[config.mk]
export PLATFORM = sky130hd
export DESIGN_NAME = hazard_scoreboard
export DESIGN_NICKNAME = d
export VERILOG_FILES = /design/src/rtl/hazard_scoreboard.sv
export SDC_FILE = /design/constraint.sdc
export NUM_CORES = 1
export LEC_CHECK = 0
export ABC_AREA = 0
export CORE_ASPECT_RATIO = 1.2
export CORE_MARGIN = 2
export CORE_UTILIZATION = 45
export CTS_BUF_LIST = sky130_fd_sc_hd__clkbuf_2
export DETAILED_ROUTE_END_ITERATION = 10
export MAX_ROUTING_LAYER = met4
export PLACE_DENSITY = 0.69
export RECOVER_POWER = 25
export SLEW_MARGIN = 20
export SYNTH_ARGS = -nofsm -noshare
export SYNTH_HDL_FRONTEND = slang
export SYNTH_SLANG_ARGS = --single-unit
[constraint.sdc]
create_clock -name clk -period 3.5 [get_ports clk]
set_input_delay 0.7 -clock clk [delete_from_list [all_inputs] [get_ports clk]]
set_output_delay 0.7 -clock clk [all_outputs]
set_load 0.005 [all_outputs]
[src/rtl/hazard_scoreboard.sv]
// ============================================================================
// hazard_scoreboard
// ----------------------------------------------------------------------------
// Producer-side companion to the EX-stage forwarding unit, located in ID.
// Every issued instruction that writes a nonzero rd arms a per-register
// countdown. The countdown holds the number of cycles until that result can
// be forwarded. A separate countdown tracks occupancy of the multi-cycle
// (MUL/DIV) unit. If the instruction in ID reads a register whose countdown
// is still running, the scoreboard stalls PC and IF/ID and zeroes the ID/EX
// control word. It does the same if the instruction rewrites such a register
// (WAW), or if it needs the busy multi-cycle unit.
//
// Parameters
//   LOAD_LAT  extra cycles before a load result is forwardable (ALU: 0)
//   LONG_LAT  cycles before a MUL/DIV result is forwardable (>= 1)
//   CNT_W     countdown width; 2**CNT_W must exceed max(LOAD_LAT, LONG_LAT)
//
// Ports
//   clk, rst_n        pipeline clock, asynchronous active-low reset
//   ID_valid          ID holds a real instruction
//   ID_rs1/ID_rs2     source addresses, qualified by ID_rs1_used/ID_rs2_used
//   ID_rd             destination address, qualified by ID_RegWrite
//   ID_MemRead        instruction is a load
//   ID_Long           instruction uses the multi-cycle unit
//   flush             branch/jump flush of IF/ID this cycle
//   ext_stall         whole-pipeline freeze; all countdowns hold
//   stall             hold PC and IF/ID (combinational)
//   ID_EX_bubble      zero ID/EX control signals this cycle
//   long_busy         multi-cycle unit occupied
//   stall_cycles      (HAZARD_STATS_EN only) saturating count of cycles with
//                     stall=1 and ext_stall=0
//
// Configuration macro: HAZARD_STATS_EN adds the stall_cycles statistics port.
// Register address width comes from `REG_ADDR_WIDTH (5 if not defined).
// ============================================================================
`ifndef REG_ADDR_WIDTH
`define REG_ADDR_WIDTH 5
`endif

module hazard_scoreboard #(
    parameter int LOAD_LAT = 1,
    parameter int LONG_LAT = 4,
    parameter int CNT_W    = 3
) (
    input  logic                       clk,
    input  logic                       rst_n,
    input  logic                       ID_valid,
    input  logic [`REG_ADDR_WIDTH-1:0] ID_rs1,
    input  logic [`REG_ADDR_WIDTH-1:0] ID_rs2,
    input  logic                       ID_rs1_used,
    input  logic                       ID_rs2_used,
    input  logic [`REG_ADDR_WIDTH-1:0] ID_rd,
    input  logic                       ID_RegWrite,
    input  logic                       ID_MemRead,
    input  logic                       ID_Long,
    input  logic                       flush,
    input  logic                       ext_stall,
`ifdef HAZARD_STATS_EN
    output logic [31:0]                stall_cycles,
`endif
    output logic                       stall,
    output logic                       ID_EX_bubble,
    output logic                       long_busy
);

    localparam int               AW       = `REG_ADDR_WIDTH;
    localparam int               NREG     = 1 << AW;
    localparam logic [CNT_W-1:0] LOAD_VAL = CNT_W'(LOAD_LAT);
    localparam logic [CNT_W-1:0] LONG_VAL = CNT_W'(LONG_LAT);
    localparam logic [CNT_W-1:0] CNT_ONE  = CNT_W'(1);
    localparam logic [CNT_W-1:0] CNT_ZERO = '0;

    // ------------------------------------------------------------------
    // State: one countdown per architectural register (x0 never tracked)
    // plus the multi-cycle unit occupancy countdown.
    // ------------------------------------------------------------------
    logic [CNT_W-1:0] cnt_q [1:NREG-1];
    logic [CNT_W-1:0] cnt_d [1:NREG-1];
    logic [CNT_W-1:0] long_cnt_q;
    logic [CNT_W-1:0] long_cnt_d;

    // pending[i] = register i has a result that is not yet forwardable.
    // Bit 0 is tied low so x0 sources/destinations never hazard.
    logic [NREG-1:0] pending;

    logic id_live;
    logic raw_hazard;
    logic waw_hazard;
    logic struct_hazard;
    logic issue;
    logic rd_tracked;
    logic [CNT_W-1:0] rd_load_val;

    always_comb begin
        pending    = '0;
        for (int i = 1; i < NREG; i++) begin
            pending[i] = (cnt_q[i] != CNT_ZERO);
        end
    end

    // ------------------------------------------------------------------
    // Hazard detection (combinational, zero-cycle from ID inputs).
    // A flushed ID slot is dead, so it can neither stall nor issue.
    // ------------------------------------------------------------------
    always_comb begin
        id_live       = ID_valid && !flush;
        raw_hazard    = id_live &&
                        ((ID_rs1_used && pending[ID_rs1]) ||
                         (ID_rs2_used && pending[ID_rs2]));
        waw_hazard    = id_live && ID_RegWrite && pending[ID_rd];
        struct_hazard = id_live && ID_Long && (long_cnt_q != CNT_ZERO);
        stall         = raw_hazard || waw_hazard || struct_hazard;
        ID_EX_bubble  = stall || flush;
        issue         = ID_valid && !stall && !flush && !ext_stall;
        long_busy     = (long_cnt_q != CNT_ZERO);
    end

    // Latency class of the issuing producer: long ops dominate loads, and
    // plain ALU results are forwardable immediately.
    always_comb begin
        rd_tracked = issue && ID_RegWrite && (ID_rd != '0);
        if (ID_Long) begin
            rd_load_val = LONG_VAL;
        end else if (ID_MemRead) begin
            rd_load_val = LOAD_VAL;
        end else begin
            rd_load_val = CNT_ZERO;
        end
    end

    // ------------------------------------------------------------------
    // Next-state: freeze under ext_stall, otherwise decrement every running
    // countdown. A newly issued producer then overwrites its own entry.
    // The overwrite therefore beats the same-cycle decrement of that entry.
    // ------------------------------------------------------------------
    always_comb begin
        for (int i = 1; i < NREG; i++) begin
            cnt_d[i] = cnt_q[i];
        end
        long_cnt_d = long_cnt_q;

        if (!ext_stall) begin
            for (int i = 1; i < NREG; i++) begin
                if (cnt_q[i] != CNT_ZERO) begin
                    cnt_d[i] = cnt_q[i] - CNT_ONE;
                end
            end
            if (long_cnt_q != CNT_ZERO) begin
                long_cnt_d = long_cnt_q - CNT_ONE;
            end

            if (rd_tracked) begin
                for (int i = 1; i < NREG; i++) begin
                    if (ID_rd == AW'(i)) begin
                        cnt_d[i] = rd_load_val;
                    end
                end
            end
            if (issue && ID_Long) begin
                long_cnt_d = LONG_VAL;
            end
        end
    end

    always_ff @(posedge clk or negedge rst_n) begin
        if (!rst_n) begin
            for (int i = 1; i < NREG; i++) begin
                cnt_q[i] <= CNT_ZERO;
            end
            long_cnt_q <= CNT_ZERO;
        end else begin
            for (int i = 1; i < NREG; i++) begin
                cnt_q[i] <= cnt_d[i];
            end
            long_cnt_q <= long_cnt_d;
        end
    end

`ifdef HAZARD_STATS_EN
    // ------------------------------------------------------------------
    // Stall statistics: cycles lost to hazards, excluding cycles in which
    // the whole pipeline is frozen anyway. Saturates instead of wrapping.
    // ------------------------------------------------------------------
    logic [31:0] stall_cycles_q;
    logic [31:0] stall_cycles_d;

    always_comb begin
        stall_cycles_d = stall_cycles_q;
        if (stall && !ext_stall && (stall_cycles_q != 32'hFFFF_FFFF)) begin
            stall_cycles_d = stall_cycles_q + 32'd1;
        end
    end

    always_ff @(posedge clk or negedge rst_n) begin
        if (!rst_n) begin
            stall_cycles_q <= 32'd0;
        end else begin
            stall_cycles_q <= stall_cycles_d;
        end
    end

    assign stall_cycles = stall_cycles_q;
`endif

endmodule

==> metrics, run 1 <==
run status finished, violations left; violated checks max-capacitance violations, max-slew violations, negative setup slack; end point of the most critical hold path cnt_q[0]; Clock Tree Buf Depth 2; flip-flop cell with the highest count after synthesis sky130_fd_sc_hd__dfrtp_1; Layout Nets 1127; number of vias per cell after detailed routing 5.81; routed wire length on met2 11300 um; number of hold-repair buffers added at the cts stage 0; reg2reg setup slack 0.15 ns; Die Footprint 0.0183 mm^2; Leak Pwr 4.40 nW; share of async-settable or async-resettable flops after synthesis 100%; class of the tightest hold or removal check reg -> reg; net count after synthesis 999; worst clock skew 0.0206 ns; Post-DRT Antenna Nets 0; initial standard-cell utilization of the core 46.0%; Reg2Reg Depth 14; Final period util 104%; top layer used by detailed routing met4; number of antenna violations at the first check in global routing 2; worst skew pair latency 0.62 ns; global route total overflow 0; final std cell area, no fill 0.00963 mm^2; chip height 148 um; warnings from Yosys 0; Worst EP arrival 2.95 ns; filler-free cell count of the finished design 1228; DRT met1 WL 9470 um; cell with the largest stage delay on the worst path sky130_fd_sc_hd__mux4_2; clock net sink count 96; clock root buffer sky130_fd_sc_hd__clkbuf_2; Core Region 0.0169 mm^2; minimum setup slack in the final design -0.152 ns; Starting DRT DRC Count 525; post-DP HPWL 16200 um; final-report hold violation count 0; clock transition at the register clock pins on the worst setup and hold paths after CTS 0.25 ns; count of unresolved DRC violations after routing 0; synthesized instance count 879; post-synthesis sequential area ratio 31.0%; fmax 274 MHz; syn_area_per_cell 8.81 um^2; most frequent cells in the layout sky130_fd_sc_hd__buf_4, sky130_fd_sc_hd__inv_1, sky130_fd_sc_hd__dfrtp_1, sky130_fd_sc_hd__nand2_1, sky130_fd_sc_hd__nor2_1; library cells used by synthesis 62; WHS Path Cells 1; Port Buf Inserts 27; Post-Place Cell Area 0.00897 mm^2; chip width 124 um; pre-CTS setup slack -0.582 ns; RSZ-0062 raised after global routing yes; Largest delay share family, worst path multiplexers; Crit. End Element output pin; relative max-transition margin -77.6%; worst hold margin 0.522 ns; number of ports placed on the die boundary 28; Setup-failing EPs final 2; Worst Min Path Start cnt_q[0]; r2r startpoint cnt_q[88]; fraction of layout instances using a drive strength above 1 26.0%; power density cells 635 mW/mm^2; Crit Path Max Fanout 4; maximum VDD drop 0.235 mV; number of vias in the routed layout 7131; minimum period implied by the final worst setup slack 3.65 ns; CP bufs+invs 2; most common library cell in the layout ignoring fill and taps sky130_fd_sc_hd__buf_4; Worst Setup Path Type reg -> out; number of iterations in the first detailed-routing pass 5; final RePlAce weighted congestion 0.979; WL per Instance 18.6 um; highest cell delay on the worst timing path 0.51 ns; kind of start point of the critical path register; transition time at the pin with the least slew margin 2.66 ns; overall track demand over capacity in global routing 26.0%; detailed route wirelength on metal3 1050 um; number of buffers added by the clock tree synthesis step 9; number of placement rows 52; relative area change from synthesis to final layout 24.3%; maximum number of pins on one net before global-route repair 107; number of max-slew violations in the final report 47; required time of the critical path 2.80 ns; worst reg2reg path endpoint cnt_q[83]; wire length of the first global-routing pass 35500 um; count of flip-flops with a built-in enable after synthesis 0; area of the mapped netlist 0.00775 mm^2; vias in the first global route 6664; Routed WL 22900 um; cell count after placement 1182; H-tree levels 3; number of max-cap violations 1; cell breakdown of the critical path inv_1 > ha_1 > ha_4 > mux2_2 > mux4_2 > o221ai_4 > a21o_1 > nor2_2 > o21bai_1 > buf_2; synthesis-stage register bit count 96; TritonCTS clock tree built
[flip-flops by register name (all words and copies together), names as in the netlist]
signal	flops
cnt_q	93
long_cnt_q	3
[where the power goes]
part           leakage [nW]  switching [W]  total (W)  internal [W]
Sequential             1.16       0.000267    0.00183       0.00157
Combinational          3.19        0.00183    0.00380       0.00197
Clock                0.0571       0.000382   0.000479     0.0000975
[worst max-delay path by stage]
stage / startpoint / endpoint / slack [ns] / cells past startpoint
after CTS: cnt_q[49] / ID_EX_bubble / -0.24 / 11
after detailed placement: ID_rs2[2] / ID_EX_bubble / -0.58 / 10
final: cnt_q[46] / ID_EX_bubble / -0.15 / 10
after floorplan: ID_rs1[0] / ID_EX_bubble / 0.28 / 9
after global routing: cnt_q[84] / ID_EX_bubble / -0.29 / 11
after global placement: ID_rs2[2] / ID_EX_bubble / -0.55 / 10
[synthesized netlist by cell type (12+ instances only)]
master	n	share of area, %
sky130_fd_sc_hd__inv_1	134	6.5
sky130_fd_sc_hd__dfrtp_1	96	31
sky130_fd_sc_hd__ha_1	95	15
sky130_fd_sc_hd__nand2_1	61	3.0
sky130_fd_sc_hd__nor2_1	60	2.9
sky130_fd_sc_hd__nor3_1	49	3.2
sky130_fd_sc_hd__clkbuf_1	39	1.9
sky130_fd_sc_hd__a21oi_1	37	2.4
sky130_fd_sc_hd__or3_1	27	2.2
sky130_fd_sc_hd__o211ai_1	26	2.5
sky130_fd_sc_hd__o21ai_0	18	1.2
sky130_fd_sc_hd__mux4_2	16	4.7
sky130_fd_sc_hd__a311oi_1	14	1.6
sky130_fd_sc_hd__a221oi_1	13	1.5
sky130_fd_sc_hd__mux2i_1	13	1.7
sky130_fd_sc_hd__buf_2	12	0.78
sky130_fd_sc_hd__o31ai_1	12	1.2
[per-layer routing]
metal,global-route usage (%),vias to the layer above
met5,-,-
met4,12.0,0
met3,3.97,69
met2,42.3,207
met1,31.6,3482
li1,-,3373
[stage by stage]
step	utilization (%)	power, W	setup TNS, ns
finish	57.2	0.00611	-0.263
global route	57.2	0.00669	-0.642
CTS	54.9	0.00572	-0.442
detailed placement	53.2	0.00504	-9.10
global placement	53.2	0.00492	-8.13
floorplan	-	0.00394	0
[cell families (layout without fill, tap and decap cells)]
group | count (synthesis) | in the layout | synth area share (%)
buffers and inverters | 193 | 325 | 9.68
adder cells (fa/ha/maj) | 95 | 95 | 15.3
other | 0 | 1 | 0
AND/OR/NAND/NOR | 255 | 255 | 16.4
flip-flops | 96 | 96 | 31.0
multiplexers | 41 | 41 | 8.66
AO/OA/AOI/OAI | 199 | 199 | 18.9
[what timing repair did]
| action | CTS | global route |
|---|---|---|
| cloned | 0 | 0 |
| setup buffers | 11 | 19 |
| hold endpoints to repair | 0 | 0 |
| pin swaps | 10 | 8 |
| setup endpoints to repair | 2 | 2 |
| gates resized for setup | 45 | 47 |
[worst reg2reg max path, cell delays in order (launching register included)]
cell                       delay (ns)
sky130_fd_sc_hd__dfrtp_1         0.42
sky130_fd_sc_hd__inv_1           0.11
sky130_fd_sc_hd__ha_4            0.16
sky130_fd_sc_hd__ha_4            0.15
sky130_fd_sc_hd__buf_4           0.13
sky130_fd_sc_hd__nor3b_1         0.05
sky130_fd_sc_hd__or4_1           0.46
sky130_fd_sc_hd__and3_4          0.20
sky130_fd_sc_hd__a21o_1          0.19
sky130_fd_sc_hd__buf_4           0.13
sky130_fd_sc_hd__buf_4           0.14
sky130_fd_sc_hd__nand4b_1        0.40
sky130_fd_sc_hd__buf_4           0.30
sky130_fd_sc_hd__or3_1           0.34
sky130_fd_sc_hd__o211ai_1        0.09
[cell type report]
class,count,area (um^2)
Clock inverter,2,7.51
Inverter,134,503
Sequential cell,96,2400
Fill cell,1498,7220
Multi-Input combinational cell,590,4990
Antenna cell,1,2.50
Clock buffer,13,65.1
Tap cell,216,270
Timing Repair Buffer,176,1400
Power figures use the tool's default switching activity.
==> run 2, diff against run 1 <==
- CORE_MARGIN: 2 -> 1.5
==> run 2 against run 1 <==
Combinational power fell by 3%. Worst setup slack got worse by 0.15 ns. Critical path type unchanged. Largest cell class unchanged. Global-route usage fell by 0.36 points. Largest power group unchanged. The run still ends with max-capacitance violations, max-slew violations, negative setup slack left. Sequential power barely moved. Power fell by 0.23%.
==> metrics, run 2 (same netlist as run 1, synthesis figures left out) <==
RSZ-0062 raised after global routing yes; kind of start point of the critical path register; transition time at the pin with the least slew margin 1.63 ns (-1.03 ns); Core Region 0.0169 mm^2 (unchanged); Post-DRT Antenna Nets 0 (unchanged); cell count after placement 1177 (-0.42%); Starting DRT DRC Count 536 (+2.1%); clock net sink count 96 (unchanged); worst hold margin 0.356 ns (-0.165 ns); reg2reg setup slack 0.03 ns (-0.12 ns); Routed WL 21900 um (-4.2%); number of vias per cell after detailed routing 5.86 (+0.94%); number of vias in the routed layout 7151 (+0.28%); power density cells 638 mW/mm^2 (+0.50%); number of ports placed on the die boundary 28 (unchanged); most common library cell in the layout ignoring fill and taps sky130_fd_sc_hd__buf_4; chip height 147 um (-0.68%); number of max-cap violations 1 (unchanged); filler-free cell count of the finished design 1220 (-0.65%); count of unresolved DRC violations after routing 0 (unchanged); H-tree levels 3 (unchanged); minimum setup slack in the final design -0.302 ns (-0.150 ns); Design Power 0.00610 W (-0.23%); fmax 263 MHz (-3.9%); wire length of the first global-routing pass 35000 um (-1.5%); required time of the critical path 2.80 ns (about the same); clock transition at the register clock pins on the worst setup and hold paths after CTS 0.34 ns (+0.09 ns); number of buffers added by the clock tree synthesis step 9 (unchanged); global route total overflow 0 (unchanged); Worst EP arrival 3.10 ns (+0.15 ns); number of max-slew violations in the final report 60 (+28%); minimum period implied by the final worst setup slack 3.80 ns (+0.150 ns); post-DP HPWL 15500 um (-4.7%); Clock Tree Buf Depth 2 (unchanged); fraction of layout instances using a drive strength above 1 25.4% (-0.59 points); Leak Pwr 4.38 nW (-0.58%); violated checks max-capacitance violations, max-slew violations, negative setup slack; number of antenna violations at the first check in global routing 1 (-1); max reg flops 93 (unchanged); relative max-transition margin -8.81% (+69 points); Layout Nets 1118 (-0.80%); Worst Setup Path Type reg -> out; initial standard-cell utilization of the core 46.0% (unchanged); Crit Path Max Fanout 3 (-1); Crit. End Element output pin; run status finished, violations left; number of placement rows 52 (unchanged); total of fill cells in the finished design 1499 (+0.067%); clock root buffer sky130_fd_sc_hd__clkbuf_2; final RePlAce weighted congestion 0.955 (-2.4%); relative area change from synthesis to final layout 23.4%; Final period util 109% (+4.3 points); most frequent cells in the layout sky130_fd_sc_hd__buf_4, sky130_fd_sc_hd__inv_1, sky130_fd_sc_hd__dfrtp_1, sky130_fd_sc_hd__nand2_1, sky130_fd_sc_hd__nor2_1; Setup-failing EPs final 2 (unchanged); final-report hold violation count 0 (unchanged); vias in the first global route 6906 (+3.6%); worst skew pair latency 0.70 ns (+0.08 ns); class of the tightest hold or removal check in -> async; number of hold-repair buffers added at the cts stage 0 (unchanged); Port Buf Inserts 27 (unchanged); chip width 123 um (-0.81%); maximum VDD drop 0.208 mV (-12%); WL per Instance 17.9 um (-3.6%); worst clock skew 0.0551 ns (+0.0345 ns); TritonCTS clock tree built; largest registers cnt_q x93, long_cnt_q x3; Die Footprint 0.0180 mm^2 (-1.5%); register containing the most flip-flops in the final layout cnt_q; number of iterations in the first detailed-routing pass 5 (unchanged); maximum number of pins on one net before global-route repair 105 (-1.9%); setup tns final -0.542 ns (-0.279 ns); overall track demand over capacity in global routing 25.7% (-0.36 points)
run 2: layout make-up:
class / count / area (um^2) / share of cell area, %
antenna: 1 / 2.50 / 0.0262
sequential: 96 / 2400 / 25.1
timing repair buffer: 167 / 1350 / 14.1
clock buffer: 9 / 45.0 / 0.471
inverter: 134 / 503 / 5.26
tap: 216 / 270 / 2.83
clock inverter: 7 / 68.8 / 0.720
multi-input combinational: 590 / 4920 / 51.5
run 2: final timing paths:
path | from | to | cells past startpoint
worst max-delay path | cnt_q[1] | ID_EX_bubble | 10
worst min-delay path | rst_n | long_cnt_q[2] | 1
worst max register to register | cnt_q[88] | cnt_q[59] | 15
worst min register to register | cnt_q[36] | cnt_q[36] | 1
max in group asynchronous | rst_n | cnt_q[84] | 2
min in group clk | ext_stall | cnt_q[65] | 3
run 2: critical path, stage by stage, from the launching register on:
cell,delay (ns)
sky130_fd_sc_hd__dfrtp_1,0.44
sky130_fd_sc_hd__inv_1,0.06
sky130_fd_sc_hd__ha_1,0.20
sky130_fd_sc_hd__ha_2,0.20
sky130_fd_sc_hd__mux2_2,0.26
sky130_fd_sc_hd__mux4_2,0.52
sky130_fd_sc_hd__o221ai_4,0.24
sky130_fd_sc_hd__a21o_1,0.18
sky130_fd_sc_hd__nor2_4,0.07
sky130_fd_sc_hd__o21bai_1,0.12
sky130_fd_sc_hd__buf_2,0.13
run 2: report_power, final:
group | internal (W) | leakage [nW] | switching [W] | total, W
clock network | 0.000121 | 0.0733 | 0.000466 | 0.000587
logic | 0.00189 | 3.15 | 0.00178 | 0.00367
registers | 0.00157 | 1.16 | 0.000274 | 0.00184
run 2: timing repair:
item | CTS | global route
pin swaps | 14 | 5
buffers inserted | 7 | 19
endpoints found under the setup margin | 2 | 2
resized for setup | 44 | 43
run 2: per-stage QoR:
stage / instance area [um^2] / util, % / setup slack (ns)
global placement: 8930 / 53.0 / -0.532
global route: 9560 / 56.7 / -0.438
CTS: 9230 / 54.8 / -0.307
finish: 9560 / 56.7 / -0.302
floorplan: 7750 / - / 0.279
detailed placement: 8930 / 53.0 / -0.552
run 2: routing by layer:
layer	vias up	GRT usage (%)	part of all wire, %
met5	-	-	0
met1	3515	30.9	42
met3	63	2.83	3.7
met4	0	13.2	4.4
li1	3363	-	-
met2	210	42.2	50
==> RTL change 1 (settings of run 2) <==
Build with the macro `HAZARD_STATS_EN` defined.
--- a/src/rtl/hazard_scoreboard.sv
+++ b/src/rtl/hazard_scoreboard.sv
@@ -33,6 +33,8 @@
 // Configuration macro: HAZARD_STATS_EN adds the stall_cycles statistics port.
 // Register address width comes from `REG_ADDR_WIDTH (5 if not defined).
 // ============================================================================
+`define HAZARD_STATS_EN
+
 `ifndef REG_ADDR_WIDTH
 `define REG_ADDR_WIDTH 5
 `endif
New outputs: stall_cycles. Check against the original RTL: not settled (the Yosys comparison gave no result); the edit may change what the design does.
==> RTL change 1 against run 2 <==
The flow still finishes with violations (max-capacitance violations, max-slew violations, negative setup slack). Setup slack got worse by 0.13 ns. Sequential cell count rose by 32. Critical path type unchanged. Synthesized cell count rose by 23%. Routed wire length rose by 18%. Synthesized area rose by 26%. Design area rose by 29%. Largest power group unchanged. Worst hold slack improved by 0.16 ns. Critical endpoint unchanged. Total power rose by 39%. Via count rose by 22%.
==> RTL change 1: results <==
group,metric,value,unit
timing,worstMarginPinSlew,1.70,ns
worst_setup_path,cp_slowest_cell,"dfrtp_1",
synthesis,synthXorXnorAreaFrac,2.78,%
worst_setup_path,worstPathMaxFanout,2,
cts,cts_made_buffers,17,
cts,worst_skew_pair.late_latency,0.77,ns
global_routing,grtUsageTotal,24.5,%
synthesis,yosys-mux-area-fraction,9.80,%
timing,fin_skew,0.0346,ns
timing,setup_violations,2,
cells_and_area,drive_gt1_share,24.7,%
place,portBuffers,59,
cts,post_cts_buffers,9,
synthesis,synth-compound-area-share,11.5,%
timing,finalMaxSlewViolations,65,
synthesis,synth_common_cells,"inv_1 (134), dfrtp_1 (128), nand2_1 (118), ha_1 (96), nand3_1 (59)",
synthesis,yosys.area_share.adder,12.3,%
cts,clk_pin_slew,0.25,ns
detailed_routing,viasPerCell,5.64,
detailed_routing,routed_wl,25900,um
run_status,failed_checks,"max-capacitance violations, max-slew violations, negative setup slack",
cells_and_area,layout.cells.non_filler,1547,
cts,h-tree-depth,4,
timing,fin_setup_tns,-0.775,ns
synthesis,yosysUniqueCellTypes,67,
timing,layout_setup_ws,-0.431,ns
cts,hold_buffers,1,
min_path,min_path_type,"register to register",
worst_setup_path,cp_top_family,"compound AO/OA/AOI/OAI gates",
synthesis,ys_top_cells_by_area,"dfrtp_1 (33%), ha_1 (12%), inv_1 (5.1%), mux2i_1 (5.1%), nand2_1 (4.5%)",
place,dp_hpwl,18300,um
synthesis,synth_cells,1085,
place,place.gp.congestion,0.914,
power_and_ir_drop,power.leakage,5.66,nW
global_routing,antenna_found_initial,1,
flow_run,maxCapViolations,1,
run_status,status,"finished with violations",
global_routing,grt_pass1_vias,8381,
global_routing,grt_start_max_net_pins,96,
global_routing,grt_pass1_wl,42100,um
synthesis,seq_area_frac_synth,32.8,%
RTL change 1: cell types whose count changed after synthesis, moves of 12 or more:
cell / change
nand2_1: +57
nand3_1: +51
mux2i_1: +37
dfrtp_1: +32
xnor2_1: +31
or3_1: +22
o221ai_1: +20
a221oi_1: -13
a311oi_1: -12
clkbuf_1: -12
RTL change 1: cell families after synthesis:
group,count (synthesis)
fa+ha+maj,96
xor+xnor,31
buf+inv,189
compound gates,148
simple gates,421
flops,128
mux,72
RTL change 1: cell type report:
cell class | instances | area (sq um)
Sequential cell | 128 | 3200
Antenna cell | 1 | 2.50
Timing Repair Buffer | 213 | 1810
Multi-Input combinational cell | 768 | 6220
Fill cell | 1775 | 8790
Clock buffer | 17 | 85.1
Inverter | 135 | 507
Clock inverter | 15 | 164
Tap cell | 270 | 338
RTL change 1: worst paths after layout:
| check | depth (start not counted) | slack (ns) | from | to |
|---|---|---|---|---|
| min in group asynchronous | 2 | 0.85 | rst_n | cnt_q[2] |
| hold reg to reg | 1 | 0.51 | stall_cycles[11] | stall_cycles[11] |
| setup reg to reg | 13 | 0.40 | cnt_q[87] | cnt_q[5] |
| max in group asynchronous | 3 | 0.64 | rst_n | cnt_q[59] |
| hold / removal | 1 | 0.51 | stall_cycles[11] | stall_cycles[11] |
| setup / recovery | 13 | -0.43 | cnt_q[3] | ID_EX_bubble |
RTL change 1: power breakdown:
part           internal, mW  leakage [nW]  total [mW]  switching, mW
clock network         0.297         0.149        1.00          0.704
logic                  2.61          3.89        5.08           2.47
registers              2.02          1.62        2.38          0.363
total                  4.92          5.66        8.46           3.54
RTL change 1: layer usage:
metal  wire length [um]  track usage [%]
met4                726             9.33
met5                  0                -
met1              11200             29.9
met3               1170             3.96
met2              12800             40.7
==> RTL change 2 (config.mk and constraints of run 2) <==
Made on the original files. Set the parameter `CNT_W` to 4 (it was 3).
--- a/src/rtl/hazard_scoreboard.sv
+++ b/src/rtl/hazard_scoreboard.sv
@@ -40,7 +40,7 @@
 module hazard_scoreboard #(
     parameter int LOAD_LAT = 1,
     parameter int LONG_LAT = 4,
-    parameter int CNT_W    = 3
+    parameter int CNT_W    = 4
 ) (
     input  logic                       clk,
     input  logic                       rst_n,
Function: not settled (the Yosys comparison gave no result); the edit may change what the design does.
==> RTL change 2 against run 2 <==
The flow still finishes with violations (max-capacitance violations, max-slew violations, negative setup slack). Design area increased by 28%. Largest cell class unchanged. Combinational power increased by 56%. Synthesized area increased by 17%. Routed wire length increased by 40%. Critical path depth increased by 1. Global-route usage increased by 3.5 points. Largest power group unchanged. Worst hold slack improved by 0.051 ns. Cell count increased by 28%. Register-to-register slack got worse by 0.31 ns. Sequential cell count increased by 32. Total power increased by 53%. Setup slack got worse by 0.41 ns. Clock skew decreased by 0.0071 ns. Sequential share of layout area increased by 1.0 points.
==> RTL change 2: results <==
group,metric,value,unit
cells_and_area,syn2layout_area_growth,35.4,%
worst_setup_path,ff2ff_setup_slack,-0.28,ns
detailed_routing,met3WireLength,1850,um
flow_run,maxCapViolations,1,
timing,finalMaxSlewViolations,53,
global_routing,grtUsageTotal,29.2,%
global_routing,use_met2,49.8,%
worst_setup_path,worstPathMaxFanout,2,
detailed_routing,drt_first_pass_iters,8,
detailed_routing,met1_length,12900,um
synthesis,synth-compound-area-share,25.1,%
cells_and_area,nNonClkBuffers,270,
cts,clk_pin_slew,0.23,ns
worst_setup_path,slowest_delay,0.49,ns
power_and_ir_drop,power.leakage,5.40,nW
run_status,failed_checks,"max-capacitance violations, max-slew violations, negative setup slack",
cells_and_area,drive_gt1_share,31.5,%
synthesis,yosysUniqueCellTypes,71,
worst_setup_path,cp-startpoint,"cnt_q[25]",
place,dpl_cell_area,11100,sq um
worst_setup_path,r2r-start,"cnt_q[101]",
place,dp_hpwl,20800,um
synthesis,seq_area_frac_synth,35.4,%
timing,layout_setup_ws,-0.713,ns
global_routing,grt_pass1_vias,9109,
timing,setup_violations,53,
cts,cts.sinks,128,
cells_and_area,fill_cells,1677,
timing,fin_setup_tns,-11.69,ns
worst_setup_path,worstPathArrival,3.51,ns
synthesis,synth_common_cells,"dfrtp_1 (128), nand2_1 (88), inv_1 (82), nor2_1 (73), nor3_1 (62)",
min_path,min_path_type,"input port to register",
worst_setup_path,r2r-end,"cnt_q[53]",
global_routing,grt_pass1_wl,46500,um
run_status,status,"finished with violations",
RTL change 2: cell types whose count changed after synthesis, sizes merged, moves of 29 or more:
cell	run 2	this run
a21o	4	35
nand3	8	41
dfrtp	96	128
a211oi	7	36
inv	134	82
nor3b	2	44
ha	95	32
RTL change 2: how the worst min path moves through the flow:
stage,startpoint,endpoint,slack [ns],cells past startpoint
floorplan,rst_n,cnt_q[0],0.40,0
global placement,cnt_q[53],cnt_q[53],0.47,2
detailed placement,cnt_q[85],cnt_q[85],0.48,2
CTS,ext_stall,cnt_q[97],0.30,3
global route,ext_stall,cnt_q[37],0.35,3
finish,ext_stall,cnt_q[97],0.41,3
RTL change 2: power by group:
group	switching, mW	total (mW)	internal (mW)
Combinational	2.80	5.71	2.91
Clock	0.606	0.866	0.260
Sequential	0.566	2.75	2.18
RTL change 2: what timing repair did:
item	CTS	global route
hold buffers	1	0
resized for setup	60	99
buffers inserted	15	25
pin swaps	11	9
endpoints found under the setup margin	2	60
cloned	0	3
endpoints found under the hold margin	52	0
